$ cat config.mk
export PLATFORM = sky130hd
export DESIGN_NAME = dcache_controller
export DESIGN_NICKNAME = d
export VERILOG_FILES = /design/src/rtl/dcache_controller.sv
export SDC_FILE = /design/constraint.sdc
export NUM_CORES = 1
export LEC_CHECK = 0
export CAP_MARGIN = 20
export CORE_MARGIN = 2
export CORE_UTILIZATION = 40
export DETAILED_ROUTE_END_ITERATION = 8
export DONT_BUFFER_PORTS = 1
export PLACE_DENSITY = 0.58
export SKIP_CTS_REPAIR_TIMING = 1
export SYNTH_ARGS = -nofsm -noshare
export SYNTH_HDL_FRONTEND = slang
export SYNTH_SLANG_ARGS = --single-unit
$ cat constraint.sdc
create_clock -name CLK -period 4.1 [get_ports CLK]
set_clock_uncertainty 0.1 [all_clocks]
set_input_delay 0.82 -clock CLK [delete_from_list [all_inputs] [get_ports CLK]]
set_output_delay 0.82 -clock CLK [all_outputs]
set_load 0.005 [all_outputs]
$ cat src/rtl/dcache_controller.sv
// Direct-mapped, write-back, write-allocate data cache with 4-byte blocks.
// It serves hits with no stall and runs write-back and refill transfers on a miss.
module dcache_controller #(
    parameter int INDEX_W = 3,
    parameter int ADDR_W  = 8
) (
    input  logic              CLK,
    input  logic              RESET,
    input  logic              READ,
    input  logic              WRITE,
    input  logic [ADDR_W-1:0] ADDRESS,
    input  logic [7:0]        WRITEDATA,
    output logic [7:0]        READDATA,
    output logic              BUSYWAIT,
    output logic              MEM_READ,
    output logic              MEM_WRITE,
    output logic [ADDR_W-3:0] MEM_ADDRESS,
    output logic [31:0]       MEM_WRITEDATA,
    input  logic [31:0]       MEM_READDATA,
    input  logic              MEM_BUSYWAIT
);
    localparam int TAG_W = ADDR_W - INDEX_W - 2;
    localparam int NBLK  = 1 << INDEX_W;

    typedef enum logic [1:0] {IDLE, WRITEBACK, ALLOCATE} state_t;

    state_t            state;
    logic [31:0]       data_arr [NBLK];
    logic [TAG_W-1:0]  tag_arr  [NBLK];
    logic [NBLK-1:0]   valid;
    logic [NBLK-1:0]   dirty;

    logic [TAG_W-1:0]   tag_in;
    logic [INDEX_W-1:0] index;
    logic [1:0]         offset;
    logic               req;
    logic               store;
    logic               hit;

    assign tag_in = ADDRESS[ADDR_W-1:INDEX_W+2];
    assign index  = ADDRESS[INDEX_W+1:2];
    assign offset = ADDRESS[1:0];
    assign req    = READ | WRITE;
    // When READ and WRITE are both high, the access is a load and nothing is stored.
    assign store  = WRITE & ~READ;
    assign hit    = valid[index] && (tag_arr[index] == tag_in);

    assign READDATA      = data_arr[index][{offset, 3'b000} +: 8];
    assign BUSYWAIT      = ~RESET & req & ~((state == IDLE) & hit);
    assign MEM_READ      = (state == ALLOCATE);
    assign MEM_WRITE     = (state == WRITEBACK);
    // A write-back targets the victim's stored tag. A refill targets the requested tag.
    assign MEM_ADDRESS   = MEM_WRITE ? {tag_arr[index], index} : {tag_in, index};
    assign MEM_WRITEDATA = data_arr[index];

    always_ff @(posedge CLK) begin
        if (RESET) begin
            state <= IDLE;
            valid <= '0;
            dirty <= '0;
        end else begin
            case (state)
                IDLE: begin
                    if (req) begin
                        if (hit) begin
                            if (store) begin
                                data_arr[index][{offset, 3'b000} +: 8] <= WRITEDATA;
                                dirty[index] <= 1'b1;
                            end
                        end else if (valid[index] && dirty[index]) begin
                            state <= WRITEBACK;
                        end else begin
                            state <= ALLOCATE;
                        end
                    end
                end
                WRITEBACK: begin
                    if (!MEM_BUSYWAIT) state <= ALLOCATE;
                end
                ALLOCATE: begin
                    if (!MEM_BUSYWAIT) begin
                        data_arr[index] <= MEM_READDATA;
                        tag_arr[index]  <= tag_in;
                        valid[index]    <= 1'b1;
                        dirty[index]    <= 1'b0;
                        state           <= IDLE;
                    end
                end
                default: state <= IDLE;
            endcase
        end
    end
endmodule

==> results of run 1 <==
## how the worst min path moves through the flow
stage	startpoint	to	slack (ns)	cells past startpoint
detailed placement	flip-flop	flip-flop	0.36	1
finish	ADDRESS[7]	tag_arr[0][2]	0.31	0
global route	ADDRESS[7]	tag_arr[0][2]	0.30	0
floorplan	flip-flop	flip-flop	0.34	1
global placement	valid[6]	valid[6]	0.35	2
CTS	ADDRESS[7]	tag_arr[0][2]	0.29	0
## layer usage
| metal | vias up | GRT usage, % |
|---|---|---|
| met5 | - | 0 |
| met3 | 86 | 5.15 |
| li1 | 3420 | - |
| met4 | 2 | 10.1 |
| met2 | 393 | 34.2 |
| met1 | 3979 | 29.6 |
## where the power goes
part | switching (mW) | leakage [nW] | internal, mW
clock | 1.18 | 0.522 | 1.77
sequential | 0.00779 | 2.86 | 3.37
combinational | 0.299 | 1.63 | 0.163
## sequential cells by signal, summed over array words and instances (netlist names), named ones only
| signal | flops |
|---|---|
| data_arr | 256 |
| tag_arr | 24 |
| valid | 8 |
| state | 2 |
## cells by family (layout without fill, tap and decap cells)
group,Yosys count,in the layout
DFF,298,298
and+or+nand+nor,199,199
AOI/OAI and AO/OA,184,184
muxes,78,78
buffers and inverters,67,157
adders and majority gates,5,5
## through the flow
stage,setup slack (ns),hold WS [ns],std cells
after floorplan,0.491,0.343,831
after global placement,0.517,0.355,1256
after detailed placement,0.507,0.357,1256
after CTS,0.506,0.294,1317
after global routing,0.427,0.296,1317
final,0.462,0.313,1317
## synth_stat cells (all sizes together) (4+ instances only)
master	number	share of area (%)
mux2i	34	2.7
a21oi	28	1.1
o22ai	15	0.75
inv	14	0.42
a211o	4	0.28
nand2	65	2.0
buf	23	1.2
o21ai	30	1.2
a22oi	14	0.84
clkbuf	29	0.87
nor3	8	0.32
a221oi	28	2.0
mux2	23	2.1
o221ai	7	0.49
a22o	32	2.3
nor2	82	2.5
edfxtp	280	68
nand3	17	0.68
o21a	4	0.24
nand2b	4	0.20
a222oi	6	0.48
mux4	21	3.8
nor2b	7	0.35
a221o	6	0.48
dfxtp	18	2.9
ha	5	0.50
## worst reg2reg max path, delay by kind of cell (launching register included)
family	cells	cell delay, ns
AOI/OAI and AO/OA	2	0.52
buffers and inverters	1	0.26
DFF	1	0.40
and+or+nand+nor	4	1.42
## final cells by class
class	count	area, µm²
repair buffers	81	608
clock inverters	16	129
fillers	2692	16200
inverters	15	56.3
multi-input cells	466	3360
clock buffers	45	956
flip-flops and latches	298	8770
well taps	396	495
==> run metrics, run 1 <==
outcome finished, final reports clean; crit-path leading delay family compound AO/OA/AOI/OAI gates; register area share after synthesis 70.5%; simple-gate share of the synthesized area 7.05%; Starting Density 40.7%; H-tree levels 2; GP Congestion 0.854; Die Y 180 µm; cells after synthesis 831; Synth Flop Type edfxtp_1; Rel. slew slack 34.8%; Post-DP HPWL 24.4 mm; Die Width 180 µm; peak supply drop 0.000233 V; Final Util 47.0%; number of cells on the worst reg-to-reg path 7; final hold vios 0; pin count of the biggest net entering global routing 91; vias in the first global route 7631; drt initial violations 933; Syn Std Cell Area 12400 µm²; num ports 102; Stages on worst setup path 6; critical path class in -> out; worst setup path startpoint ADDRESS[3]; Routed met2 length 16.7 mm; total gr overflow 0; Worst-path clk slew 0.06 ns; Longest Clk Path Bufs 3; TritonCTS clock tree yes; Metal-1 WL 14.7 mm; met3 routed WL 3.48 mm; Critical path buffers and inverters 1; Via-to-Cell Ratio 5.98; compound-cell area share of the yosys netlist 10.8%; Fmax 275 MHz; Skew-Pair Late Insertion Delay 0.50 ns; Synth Area in Adders 0.503%; num rows 64; largest family of logic cells by synthesized area compound AO/OA/AOI/OAI gates; I/O Buffers 0; critical path required time 3.18 ns; Tot Pwr 6.78 mW; Final ANT Viol Nets 0; antenna violations before repair 1; RSZ-0062 raised after global routing false; Synth Area in XOR/XNOR 0%; max incr delay on CP 0.60 ns; Detailed Route WL 36.6 mm; commonest non-fill, non-tap cell in the layout edfxtp_1; share of cells above drive strength 1 18.8%; Finished Cell Area 14400 µm²; first-pass GRT wire length 52.3 mm; critical path arrival 2.72 ns; Worst Max-Slew Pin Slew 0.967 ns; RR Endpoint data_arr[3][2]; syn_area_per_cell 15.0 µm²; via count 7880; Die ar. 32500 µm²; Crit Reg-Reg Startpoint state[0]; Total Nets Final 954; CTS Sinks 298; crit-path max FO 69; WL/cell 27.8 µm; Synth Register Bits 298; critical path capture point type output pin; drt pass-1 iters 9; Final TNS setup 0 ns; Worst Setup Start Kind input port; critical path, cell by cell nand2b_1 > nor2_1 > buf_4 > a222oi_1 > o21ai_0 > mux4_2; pwr/cell area 472 nW/µm²; YS warnings 0; Post-Syn Nets 889; TritonCTS Buffers 34; P_leak 5.02 nW; Post-synth EDFFs 280; GRT Util Overall 22.0%; library cells used by synthesis 52; commonest cells after routing, fill and taps aside edfxtp_1 (280), nor2_1 (81), buf_4 (81), nand2_1 (65), clkbuf_16 (37); core area 30600 µm²; Max Cap Violations 0; area growth from synthesis to layout 15.5%; crit path to READDATA[3]; Root Buffer Master clkbuf_16; Worst Hold Class in -> reg; R2R setup slack 1.10 ns; CP max stage cell mux4_2; final slew viol count 0; setup violators final 0; diodes inserted 0; dpl cell area 13300 µm²; Top Metal Used met5; post-synthesis mux area share 8.62%; Tcrit/Tclk final 88.7%; asr flop ratio synth 0%; crit path time final 3.64 ns; DRC 0
No activity file was read; power rests on OpenSTA's default activity.
==> inputs of run 2 (changes only) <==
--- a/config.mk
+++ b/config.mk
@@ -16,2 +16,3 @@
 export SYNTH_HDL_FRONTEND = slang
 export SYNTH_SLANG_ARGS = --single-unit
+export TNS_END_PERCENT = 10
==> constraint.sdc (replaced) <==
create_clock -name CLK -period 4.1 [get_ports CLK]
set_clock_uncertainty 0.1 [all_clocks]
set_input_delay 0.82 -clock CLK [delete_from_list [all_inputs] [get_ports CLK]]
set_output_delay 0.82 -clock CLK [all_outputs]
set_load 0.05 [all_outputs]
==> run metrics, run 2 (synthesis gave the netlist of run 1 again) <==
outcome finished, final reports clean; biggest regs data_arr x256, tag_arr x24, valid x8; critical path, cell by cell nor2b_1 > buf_4 > a221oi_1 > o21ai_1 > mux4_2 > buf_12; Worst-path clk slew 0.06 ns; final slew viol count 0; largest register by flop count data_arr; Tcrit/Tclk final 94.7%; Metal-1 WL 15.2 mm; commonest cells after routing, fill and taps aside edfxtp_1 (280), buf_4 (91), nor2_1 (81), nand2_1 (65), mux2i_1 (34); Hold WS 0.245 ns; max reg flops 256; Die ar. 32500 µm²; Top Metal Used met4; DRC 0; CP max stage cell o21ai_1; worst hold path depth 0; R2R setup slack 1.05 ns; P_leak 5.09 nW; Worst Setup Start Kind input port; Root Buffer Master clkbuf_16; WL/cell 27.7 µm; Die Y 180 µm; setup violators final 0; max incr delay on CP 0.52 ns; Skew-Pair Late Insertion Delay 0.57 ns; hold path startpoint ADDRESS[5]; Worst Max-Slew Pin Slew 0.998 ns; Fmax 258 MHz; vias in the first global route 7864; total gr overflow 0; Final TNS setup 0 ns; RSZ-0062 raised after global routing false; Max Cap Violations 0; Via-to-Cell Ratio 6.00; dpl cell area 13500 µm²; Tot Pwr 6.79 mW; crit path time final 3.88 ns; Finished Cell Area 14500 µm²; Total Nets Final 969; Die Width 180 µm; final hold vios 0; critical path required time 3.18 ns; Routed met2 length 17.0 mm; drt initial violations 818; number of cells on the worst reg-to-reg path 7; first-pass GRT wire length 53.3 mm; GP Congestion 0.846; peak supply drop 0.000256 V; diodes inserted 0; pin count of the biggest net entering global routing 91; pwr/cell area 468 nW/µm²; via count 7974; GRT Util Overall 22.1%; TritonCTS Buffers 31; critical path capture point type output pin; Hold Path End tag_arr[5][0]; Crit Reg-Reg Startpoint state[0]; num ports 102; Rel. slew slack 33.3%; drt pass-1 iters 5; critical path arrival 2.96 ns; TritonCTS clock tree yes; I/O Buffers 0; Detailed Route WL 36.9 mm; CTS Sinks 298; RR Endpoint data_arr[3][28]; area growth from synthesis to layout 16.7%; Final ANT Viol Nets 0; share of cells above drive strength 1 20.2%; Post-DP HPWL 24.8 mm; crit-path max FO 90; Longest Clk Path Bufs 3; H-tree levels 1; critical path class in -> out; core area 30600 µm²; Starting Density 40.7%; num rows 64; commonest non-fill, non-tap cell in the layout edfxtp_1; Worst Hold Class in -> reg; antenna violations before repair 0; met3 routed WL 3.10 mm
run 2: final cells by class:
cell class              count  area, µm²
flip-flops and latches    298       8770
fillers                  2689      16100
clock inverters            12        150
repair buffers             99        843
multi-input cells         466       3380
clock buffers              44        825
inverters                  15       56.3
well taps                 396        495
run 2: critical path: cells and delay by family:
family / cells / cell delay [ns]
compound gates: 2 / 0.65
buf+inv: 2 / 0.50
mux: 1 / 0.43
simple gates: 1 / 0.50
run 2: worst max path at each step:
stage / startpoint / to / slack [ns] / cells past startpoint
after global placement: ADDRESS[2] / READDATA[2] / 0.26 / 6
final: ADDRESS[2] / READDATA[2] / 0.22 / 6
after detailed placement: ADDRESS[2] / READDATA[2] / 0.28 / 6
after CTS: ADDRESS[2] / READDATA[2] / 0.27 / 6
after floorplan: ADDRESS[3] / READDATA[2] / -0.34 / 7
after global routing: ADDRESS[2] / READDATA[2] / 0.14 / 6
run 2: layer usage:
layer	vias to the layer above	global-route usage, %
met5	-	0
met4	0	8.45
met3	81	4.67
met2	373	34.8
met1	4081	30.3
li1	3439	-
run 2: power breakdown:
part	switching, mW	leakage (nW)	internal, mW	total [mW]
logic	0.457	1.76	0.217	0.674
clock network	1.15	0.474	1.59	2.74
registers	0.00808	2.86	3.37	3.37
run 2: stage by stage:
step                worst slack, ns  utilization, %  instances
detailed placement            0.279            44.3       1274
global placement              0.264            44.3       1274
floorplan                    -0.340               -        831
finish                        0.217            47.5       1330
global route                  0.139            47.5       1330
CTS                           0.273            47.5       1330
